<file path="src/rtl/mem_access_unit.sv">
// mem_access_unit: memory-stage access sequencer (IDLE -> ACCESS -> DONE).
// Issues one registered data-memory request per accepted load/store, waits
// for dm_ack up to TIMEOUT cycles, captures load data and flags bus errors.
// Optional build macro DMEM_MISALIGN_TRAP_EN: traps ops whose address is not
// 8-byte aligned (no request issued, bus_err_M set, straight to DONE).
module mem_access_unit #(
  parameter int unsigned N       = 64,
  parameter int unsigned TIMEOUT = 16
) (
  input  logic         clk,
  input  logic         reset,
  input  logic         start_M,
  input  logic         memRead_M,
  input  logic         memWrite_M,
  input  logic [N-1:0] aluResult_M,
  input  logic [N-1:0] writeData_M,
  output logic         dm_req,
  output logic         dm_we,
  output logic [N-1:0] dm_addr,
  output logic [N-1:0] dm_wdata,
  input  logic         dm_ack,
  input  logic [N-1:0] dm_rdata,
  output logic [N-1:0] readData_M,
  output logic         stall_M,
  output logic         done_M,
  output logic         bus_err_M
);

  localparam int unsigned CW = 8;
  localparam logic [CW-1:0] CNT_LAST = CW'(TIMEOUT - 1);

  localparam logic [1:0] S_IDLE   = 2'd0;
  localparam logic [1:0] S_ACCESS = 2'd1;
  localparam logic [1:0] S_DONE   = 2'd2;

  logic [1:0]    state_q, state_d;
  logic          dm_req_q, dm_req_d;
  logic          dm_we_q, dm_we_d;
  logic [N-1:0]  dm_addr_q, dm_addr_d;
  logic [N-1:0]  dm_wdata_q, dm_wdata_d;
  logic [N-1:0]  read_data_q, read_data_d;
  logic          bus_err_q, bus_err_d;
  logic [CW-1:0] cnt_q, cnt_d;

  logic accept_c;
  logic misalign_c;

  // Op acceptance and optional alignment trap decode
  always_comb begin
    accept_c = (state_q == S_IDLE) && start_M && (memRead_M || memWrite_M);
`ifdef DMEM_MISALIGN_TRAP_EN
    misalign_c = (aluResult_M[2:0] != 3'b000);
`else
    misalign_c = 1'b0;
`endif
  end

  // Next-state and datapath register update
  always_comb begin
    state_d     = state_q;
    dm_req_d    = dm_req_q;
    dm_we_d     = dm_we_q;
    dm_addr_d   = dm_addr_q;
    dm_wdata_d  = dm_wdata_q;
    read_data_d = read_data_q;
    bus_err_d   = bus_err_q;
    cnt_d       = cnt_q;
    case (state_q)
      S_IDLE: begin
        if (accept_c) begin
          bus_err_d = 1'b0;
          cnt_d     = '0;
          if (misalign_c) begin
            bus_err_d   = 1'b1;
            read_data_d = '0;
            state_d     = S_DONE;
          end else begin
            dm_addr_d  = aluResult_M;
            dm_wdata_d = writeData_M;
            dm_we_d    = memWrite_M;
            dm_req_d   = 1'b1;
            state_d    = S_ACCESS;
          end
        end
      end
      S_ACCESS: begin
        // ack wins over a timeout landing on the same cycle
        if (dm_ack) begin
          if (!dm_we_q) read_data_d = dm_rdata;
          dm_req_d = 1'b0;
          state_d  = S_DONE;
        end else if (cnt_q == CNT_LAST) begin
          dm_req_d    = 1'b0;
          bus_err_d   = 1'b1;
          read_data_d = '0;
          state_d     = S_DONE;
        end else begin
          cnt_d = cnt_q + CW'(1);
        end
      end
      S_DONE:  state_d = S_IDLE;
      default: state_d = S_IDLE;
    endcase
  end

  // State and datapath registers with synchronous reset
  always_ff @(posedge clk) begin
    if (reset) begin
      state_q     <= S_IDLE;
      dm_req_q    <= 1'b0;
      dm_we_q     <= 1'b0;
      dm_addr_q   <= '0;
      dm_wdata_q  <= '0;
      read_data_q <= '0;
      bus_err_q   <= 1'b0;
      cnt_q       <= '0;
    end else begin
      state_q     <= state_d;
      dm_req_q    <= dm_req_d;
      dm_we_q     <= dm_we_d;
      dm_addr_q   <= dm_addr_d;
      dm_wdata_q  <= dm_wdata_d;
      read_data_q <= read_data_d;
      bus_err_q   <= bus_err_d;
      cnt_q       <= cnt_d;
    end
  end

  assign dm_req     = dm_req_q;
  assign dm_we      = dm_we_q;
  assign dm_addr    = dm_addr_q;
  assign dm_wdata   = dm_wdata_q;
  assign readData_M = read_data_q;
  assign bus_err_M  = bus_err_q;

  // Pipeline hold is decoded from state so the upstream stage sees it on the acceptance cycle
  assign stall_M = !reset && (accept_c || (state_q == S_ACCESS));
  assign done_M  = !reset && (state_q == S_DONE);

endmodule
</file>
<file path="config.mk">
export PLATFORM = sky130hd
export DESIGN_NAME = mem_access_unit
export DESIGN_NICKNAME = d
export VERILOG_FILES = /design/src/rtl/mem_access_unit.sv
export SDC_FILE = /design/constraint.sdc
export NUM_CORES = 1
export LEC_CHECK = 0
export CAP_MARGIN = 20
export CORE_AREA = 2 2 152 154
export CTS_BUF_LIST = sky130_fd_sc_hd__clkbuf_8
export DETAILED_ROUTE_END_ITERATION = 16
export DIE_AREA = 0 0 154 156
export GPL_TIMING_DRIVEN = 0
export PLACE_DENSITY = 0.7
export SYNTH_ARGS = -nofsm -noshare
export SYNTH_HDL_FRONTEND = slang
export SYNTH_SLANG_ARGS = --single-unit
export TNS_END_PERCENT = 50
</file>
<file path="constraint.sdc">
create_clock -name clk -period 1.7 [get_ports clk]
set_clock_uncertainty 0.1 [all_clocks]
set_input_delay 0.255 -clock clk [delete_from_list [all_inputs] [get_ports clk]]
set_output_delay 0.255 -clock clk [all_outputs]
set_load 0.01 [all_outputs]
</file>
==> metrics.txt, run 1 <==
status=finished, violations left; failing checks=setup timing; Reg-to-Reg Start=cnt_q[7]$_SDFFE_PP0P_; drt drc=0; die height=156 um; Clock Root Buffer=clkbuf_8; worst-path maximum fanout=10; Synth top area share=58.4%; Leakage=0.00551 uW; Req. time, crit path=1.99 ns; share of cells above drive strength 1=10.9%; syn avg cell area=9.02 um^2; IO Pins=395; Synth area leader=dfxtp_1; Synth Cell Area=7030 um^2; ys async rst share=0%; DR top layer=met4; #FFs+latches synth=205; full die area=24000 um^2; ant diodes=0; total power=11600 uW; final worst slack=-0.229 ns; xor/xnor share of the synthesized area=0%; critical path class=register to register; slew margin rel.=58.5%; final slew viol count=0; Worst setup EP type=register; WL met2=12500 um; Synth Instances=779; post-DP HPWL=18500 um; Placed Instances=1458; WP buf/inv=2; Sink Count=205; gr ovfl total=0; RR Endpoint=readData_M[59]$_SDFFE_PP0P_; final wirelength=25700 um; crit path cell chain=or4_4, o31ai_4, buf_4, a21oi_4, buf_6, a22o_1; commonest non-fill, non-tap cells in the layout=nand2_1, dfxtp_1, clkdlybuf4s50_1, dlygate4sd2_1, a21oi_1; Die Width=154 um; first-pass iteration count of the detailed router=4; area of the core=22400 um^2; Synth cell types=37; DR WL/cell=16.7 um; area grow syn2layout=72.4%; Hold WC Path Type=input pin to register; synth top area cells=dfxtp_1, nand2_1, a21oi_1; post-route minimum period=1.93 ns; setup violators final=74; vias in the first global route=7158; commonest non-fill, non-tap cell in the layout=nand2_1; CP Data Arrival Time=2.22 ns; Pwr Density=957 nW/um^2; worst r2r path cells=6; largest net degree at the start of global routing=12; Detail Route Antenna Nets=0; H-tree Lvls=2; via count=7211; Most used DFF post-synth=dfxtp_1; num rows=55; Final Hold Viols=0; top cell family by delay on the critical path=simple AND/OR/NAND/NOR gates; EDFF count, synth=0; CTS Buffer Depth=3; CTS clk-pin slew, worst paths=0.06 ns; initial antenna violation count=0; CTS tree=done; synthesized-area fraction occupied by adder cells=0.178%; multiplexer area fraction after synthesis=0%; Net Count, Synth=978; CP startpoint=cnt_q[7]$_SDFFE_PP0P_; Startpoint Class=register; Worst Max-Slew Pin Slew=0.623 ns; compound-gate portion of the synthesized area=19.5%; Syn. warnings=0; met3 WL=2550 um; worst skew pair latency=0.51 ns; 1st-iter DRT viols=426; period utilization=113%; NumNets Final=1423; largest family of logic cells by synthesized area=compound AO/OA/AOI/OAI gates; Max stage delay on crit path=0.55 ns; Fmax=0.519 GHz; WL met1=9970 um; Synth Area in Simple Gates=17.4%; initial core utilization=31.4%; WP depth=6; minimum setup slack among reg-to-reg paths=-0.23 ns; Finished Layout Cells=1534; crit path capture=readData_M[59]$_SDFFE_PP0P_; Num CTS Buffers=39; Vias/cell=4.70; sequential-to-total area share from yosys stat=58.4%; highest-delay cell along the critical path=or4_4; Peak VDD IR=0.000632 V; RSZ-0062 raised after global routing=true; IO Port Bufs=394; MaxCap Viol Count=0; first-pass GRT wire length=38800 um; GRT Total Usage=20.3%; gpl congestion=0.819
-- worst min path at each step --
stage                             start  slack, ns                           to  depth (start not counted)
3_3_place_gp   dm_addr[33]$_SDFFE_PP0P_       0.34     dm_addr[33]$_SDFFE_PP0P_                          2
4_1_cts                 writeData_M[61]       0.14    dm_wdata[61]$_SDFFE_PP0P_                          3
2_1_floorplan              dm_rdata[10]       0.29  readData_M[10]$_SDFFE_PP0P_                          1
5_1_grt                 writeData_M[45]       0.16    dm_wdata[45]$_SDFFE_PP0P_                          3
6_report                writeData_M[51]       0.19    dm_wdata[51]$_SDFFE_PP0P_                          3
3_5_place_dp    dm_addr[0]$_SDFFE_PP0P_       0.35      dm_addr[0]$_SDFFE_PP0P_                          2
-- final cells by class --
| type | count | area [um^2] |
|---|---|---|
| Buffer | 59 | 405 |
| Clock inverter | 15 | 61.3 |
| Timing Repair Buffer | 404 | 3780 |
| Tap cell | 285 | 357 |
| Multi-Input combinational cell | 515 | 2690 |
| Fill cell | 2095 | 10300 |
| Sequential cell | 205 | 4120 |
| Clock buffer | 51 | 702 |
-- power breakdown --
group / total, uW / internal (uW) / switching (uW)
Sequential: 5170 / 5050 / 121
Combinational: 1720 / 911 / 809
Clock: 4690 / 2660 / 2030
Total: 11600 / 8620 / 2960
-- timing repair --
item | CTS | global route
cloned | 2 | 1
hold buffers | 0 | 0
setup endpoints to repair | 400 | 203
resized for setup | 243 | 45
pin swaps | 1 | 6
buffers inserted | 5 | 3
hold endpoints to repair | 0 | 0
-- registers in the layout, indices dropped and copies added (netlist names) --
signal and count:
dm_wdata 64, bus_err_M 1, state_q 2, cnt_q 8, readData_M 64, dm_addr 64
dm_req 1, dm_we 1
-- through the flow --
stage	setup TNS (ns)	utilization [%]	setup slack, ns	area [um^2]	hold slack (ns)
6_report	-13.60	54.2	-0.229	12100	0.186
3_3_place_gp	-136.58	50.7	-0.895	11300	0.341
3_5_place_dp	-135.74	50.7	-0.924	11300	0.345
4_1_cts	-12.05	53.6	-0.215	12000	0.142
5_1_grt	-17.35	54.2	-0.280	12100	0.161
2_1_floorplan	-2.71	-	-0.0452	7030	0.288
-- worst reg2reg max path, delay by kind of cell (launching register included) --
kind            cells  cell delay, ns
buf+inv             2            0.35
compound gates      3            0.50
simple gates        1            0.55
flops               1            0.32
-- layer usage --
metal  global-route usage, %  vias up
li1                        -     3535
met1                    22.8     3311
met2                    35.1      314
met3                    7.69       51
met4                    7.17        0
met5                       0        -
-- synthesized netlist by cell type, types with 3 or more instances --
library cell  count
or3_1             3
buf_2            15
nor2_1            3
nor3_1            6
nand2_1         260
nand3_1          10
a21oi_1         137
a22o_2            4
buf_4             6
a22o_1           60
buf_6             7
clkbuf_1         31
dfxtp_1         205
a31oi_1           4
o21ai_0           3
-- kinds of logic (layout without fill, tap and decap cells) --
kind of cell,after synthesis,in the layout
simple gates,298,298
compound gates,215,216
flops,205,205
buf+inv,60,529
fa+ha+maj,1,1
Power figures use the tool's default switching activity.
==> inputs of run 2 (changes only) <==
--- a/config.mk
+++ b/config.mk
@@ -8,6 +8,7 @@
 export CAP_MARGIN = 20
 export CORE_AREA = 2 2 152 154
 export CTS_BUF_LIST = sky130_fd_sc_hd__clkbuf_8
+export CTS_CLUSTER_DIAMETER = 120
 export DETAILED_ROUTE_END_ITERATION = 16
 export DIE_AREA = 0 0 154 156
 export GPL_TIMING_DRIVEN = 0
==> results of run 2 <==
No change in the layout: final DEF, timing and power equal those of run 1.
==> inputs of run 3 (changes only) <==
--- a/config.mk
+++ b/config.mk
@@ -12,6 +12,7 @@
 export DETAILED_ROUTE_END_ITERATION = 16
 export DIE_AREA = 0 0 154 156
 export GPL_TIMING_DRIVEN = 0
+export MAX_ROUTING_LAYER = met4
 export PLACE_DENSITY = 0.7
 export SYNTH_ARGS = -nofsm -noshare
 export SYNTH_HDL_FRONTEND = slang
==> run 3 against run 2 <==
Net effect: count of clock-buffer cells in the layout stayed put; critical path type unchanged; register-to-register slack hardly changed; first-iteration DRC count is 3.8% higher; the flow still finishes with violations (setup timing); fmax is 0.22% lower; global-route usage is 0.59 points higher; cell count stayed put.
==> metrics.txt, run 3 (same netlist as run 1, synthesis figures left out) <==
status=finished, violations left (unchanged); failing checks=setup timing (unchanged); Worst setup EP type=register (unchanged); Reg-to-Reg Start=cnt_q[7]$_SDFFE_PP0P_ (unchanged); Peak VDD IR=0.000628 V (was 0.000632 V); Max stage delay on crit path=0.55 ns (about the same); Fmax=0.517 GHz (was 0.519 GHz); setup violators final=74 (unchanged); commonest non-fill, non-tap cell in the layout=nand2_1 (unchanged); 1st-iter DRT viols=442 (was 426); num rows=55 (unchanged); commonest non-fill, non-tap cells in the layout=nand2_1, dfxtp_1, clkdlybuf4s50_1, dlygate4sd2_1, a21oi_1 (unchanged); Hold WC Path Type=input pin to register (unchanged); Detail Route Antenna Nets=0 (unchanged); CTS Buffer Depth=3 (unchanged); CP Data Arrival Time=2.23 ns (was 2.22 ns); Final Hold Viols=0 (unchanged); crit path capture=readData_M[9]$_SDFFE_PP0P_ (was readData_M[59]$_SDFFE_PP0P_); area of the core=22400 um^2 (unchanged); critical path class=register to register (unchanged); CP startpoint=cnt_q[7]$_SDFFE_PP0P_ (unchanged); IO Pins=395 (unchanged); worst r2r path cells=6 (unchanged); drt drc=0 (unchanged); Req. time, crit path=1.99 ns (about the same); Worst Max-Slew Pin Slew=0.621 ns (was 0.623 ns); full die area=24000 um^2 (unchanged); MaxCap Viol Count=0 (unchanged); gpl congestion=0.831 (was 0.819); post-DP HPWL=18500 um (unchanged); gr ovfl total=0 (unchanged); die height=156 um (unchanged); worst-path maximum fanout=10 (unchanged); H-tree Lvls=2 (unchanged); largest net degree at the start of global routing=12 (unchanged); GRT Total Usage=20.8% (was 20.3%); period utilization=114% (was 113%); first-pass GRT wire length=38600 um (was 38800 um); highest-delay cell along the critical path=or4_4 (unchanged); final slew viol count=0 (unchanged); NumNets Final=1423 (unchanged); final worst slack=-0.233 ns (was -0.229 ns); vias in the first global route=7189 (was 7158); share of cells above drive strength 1=10.9% (unchanged); pre-CTS WS=-0.924 ns (unchanged); slew margin rel.=58.6% (was 58.5%); CTS tree=done (unchanged); post-route minimum period=1.93 ns (about the same); area grow syn2layout=72.4% (unchanged); Sink Count=205 (unchanged); Vias/cell=4.71 (was 4.70); Num CTS Buffers=39 (unchanged); ant diodes=0 (unchanged); initial core utilization=31.4% (unchanged); CTS clk-pin slew, worst paths=0.06 ns (about the same); Pwr Density=957 nW/um^2 (about the same); IO Port Bufs=394 (unchanged); Clock Root Buffer=clkbuf_8 (unchanged); Startpoint Class=register (unchanged); first-pass iteration count of the detailed router=4 (unchanged); final wirelength=25700 um (about the same); RR Endpoint=readData_M[9]$_SDFFE_PP0P_ (was readData_M[59]$_SDFFE_PP0P_); via count=7232 (was 7211); worst skew pair latency=0.51 ns (about the same); crit path cell chain=or4_4, o31ai_4, buf_4, a21oi_4, buf_6, a22o_1 (unchanged); utilization after layout=54.2% (unchanged); Leakage=0.00551 uW (unchanged); initial antenna violation count=0 (unchanged); minimum setup slack among reg-to-reg paths=-0.23 ns (about the same); Die Width=154 um (unchanged); DR WL/cell=16.8 um (was 16.7 um); RSZ-0062 raised after global routing=true (unchanged); CTS Hold Bufs=0 (unchanged)
[run 3: cell counts in the layout (fill, tap and decap cells not counted)]
Identical to the previous run, type by type.
[run 3: worst min path at each step]
stage,startpoint,end,slack [ns],cells after the start
4_1_cts,writeData_M[61],dm_wdata[61]$_SDFFE_PP0P_,0.14,3
6_report,writeData_M[51],dm_wdata[51]$_SDFFE_PP0P_,0.19,3
2_1_floorplan,dm_rdata[10],readData_M[10]$_SDFFE_PP0P_,0.29,1
3_5_place_dp,dm_addr[0]$_SDFFE_PP0P_,dm_addr[0]$_SDFFE_PP0P_,0.35,2
5_1_grt,writeData_M[45],dm_wdata[45]$_SDFFE_PP0P_,0.16,3
3_3_place_gp,dm_addr[33]$_SDFFE_PP0P_,dm_addr[33]$_SDFFE_PP0P_,0.34,2
[run 3: what timing repair did]
| item | in CTS | in global routing |
|---|---|---|
| endpoints found under the setup margin | 400 | 203 |
| buffers inserted | 5 | 3 |
| pin swaps | 1 | 6 |
| cloned | 2 | 1 |
| resized for setup | 243 | 45 |
[run 3: layout make-up]
| type | count | area [um^2] |
|---|---|---|
| fillers | 2095 | 10300 |
| flip-flops and latches | 205 | 4120 |
| repair buffers | 404 | 3780 |
| plain buffers | 59 | 405 |
| multi-input cells | 515 | 2690 |
| clock buffers | 51 | 702 |
| well taps | 285 | 357 |
| clock inverters | 15 | 61.3 |
[run 3: routing by layer]
layer  vias to the layer above  wire length (um)  global-route usage [%]
met1                      3323             10400                    24.0
met5                         -                 0                       -
li1                       3538                 -                       -
met4                         0               671                    7.34
met3                        57              2120                    5.97
met2                       314             12500                    34.9
[run 3: through the flow]
stage / hold slack, ns / TNS [ns] / total power (uW) / instance area, um^2 / std cells
2_1_floorplan: 0.288 / -2.71 / 5930 / 7030 / 779
3_3_place_gp: 0.341 / -136.58 / 7080 / 11300 / 1458
3_5_place_dp: 0.345 / -135.74 / 7090 / 11300 / 1458
4_1_cts: 0.142 / -12.05 / 11700 / 12000 / 1531
5_1_grt: 0.162 / -17.35 / 12100 / 12100 / 1534
6_report: 0.189 / -13.88 / 11600 / 12100 / 1534
[run 3: where the power goes]
part           leakage (uW)  switching (uW)  internal, uW
Clock              0.000440            2040          2660
Sequential          0.00168             120          5050
Combinational       0.00339             809           911
Total               0.00551            2970          8620
[run 3: worst max-delay path, delay by kind of cell (launching register included)]
family,cells,cell delay (ns)
AO/OA/AOI/OAI,3,0.50
flip-flops,1,0.32
buffers and inverters,2,0.34
AND/OR/NAND/NOR,1,0.55
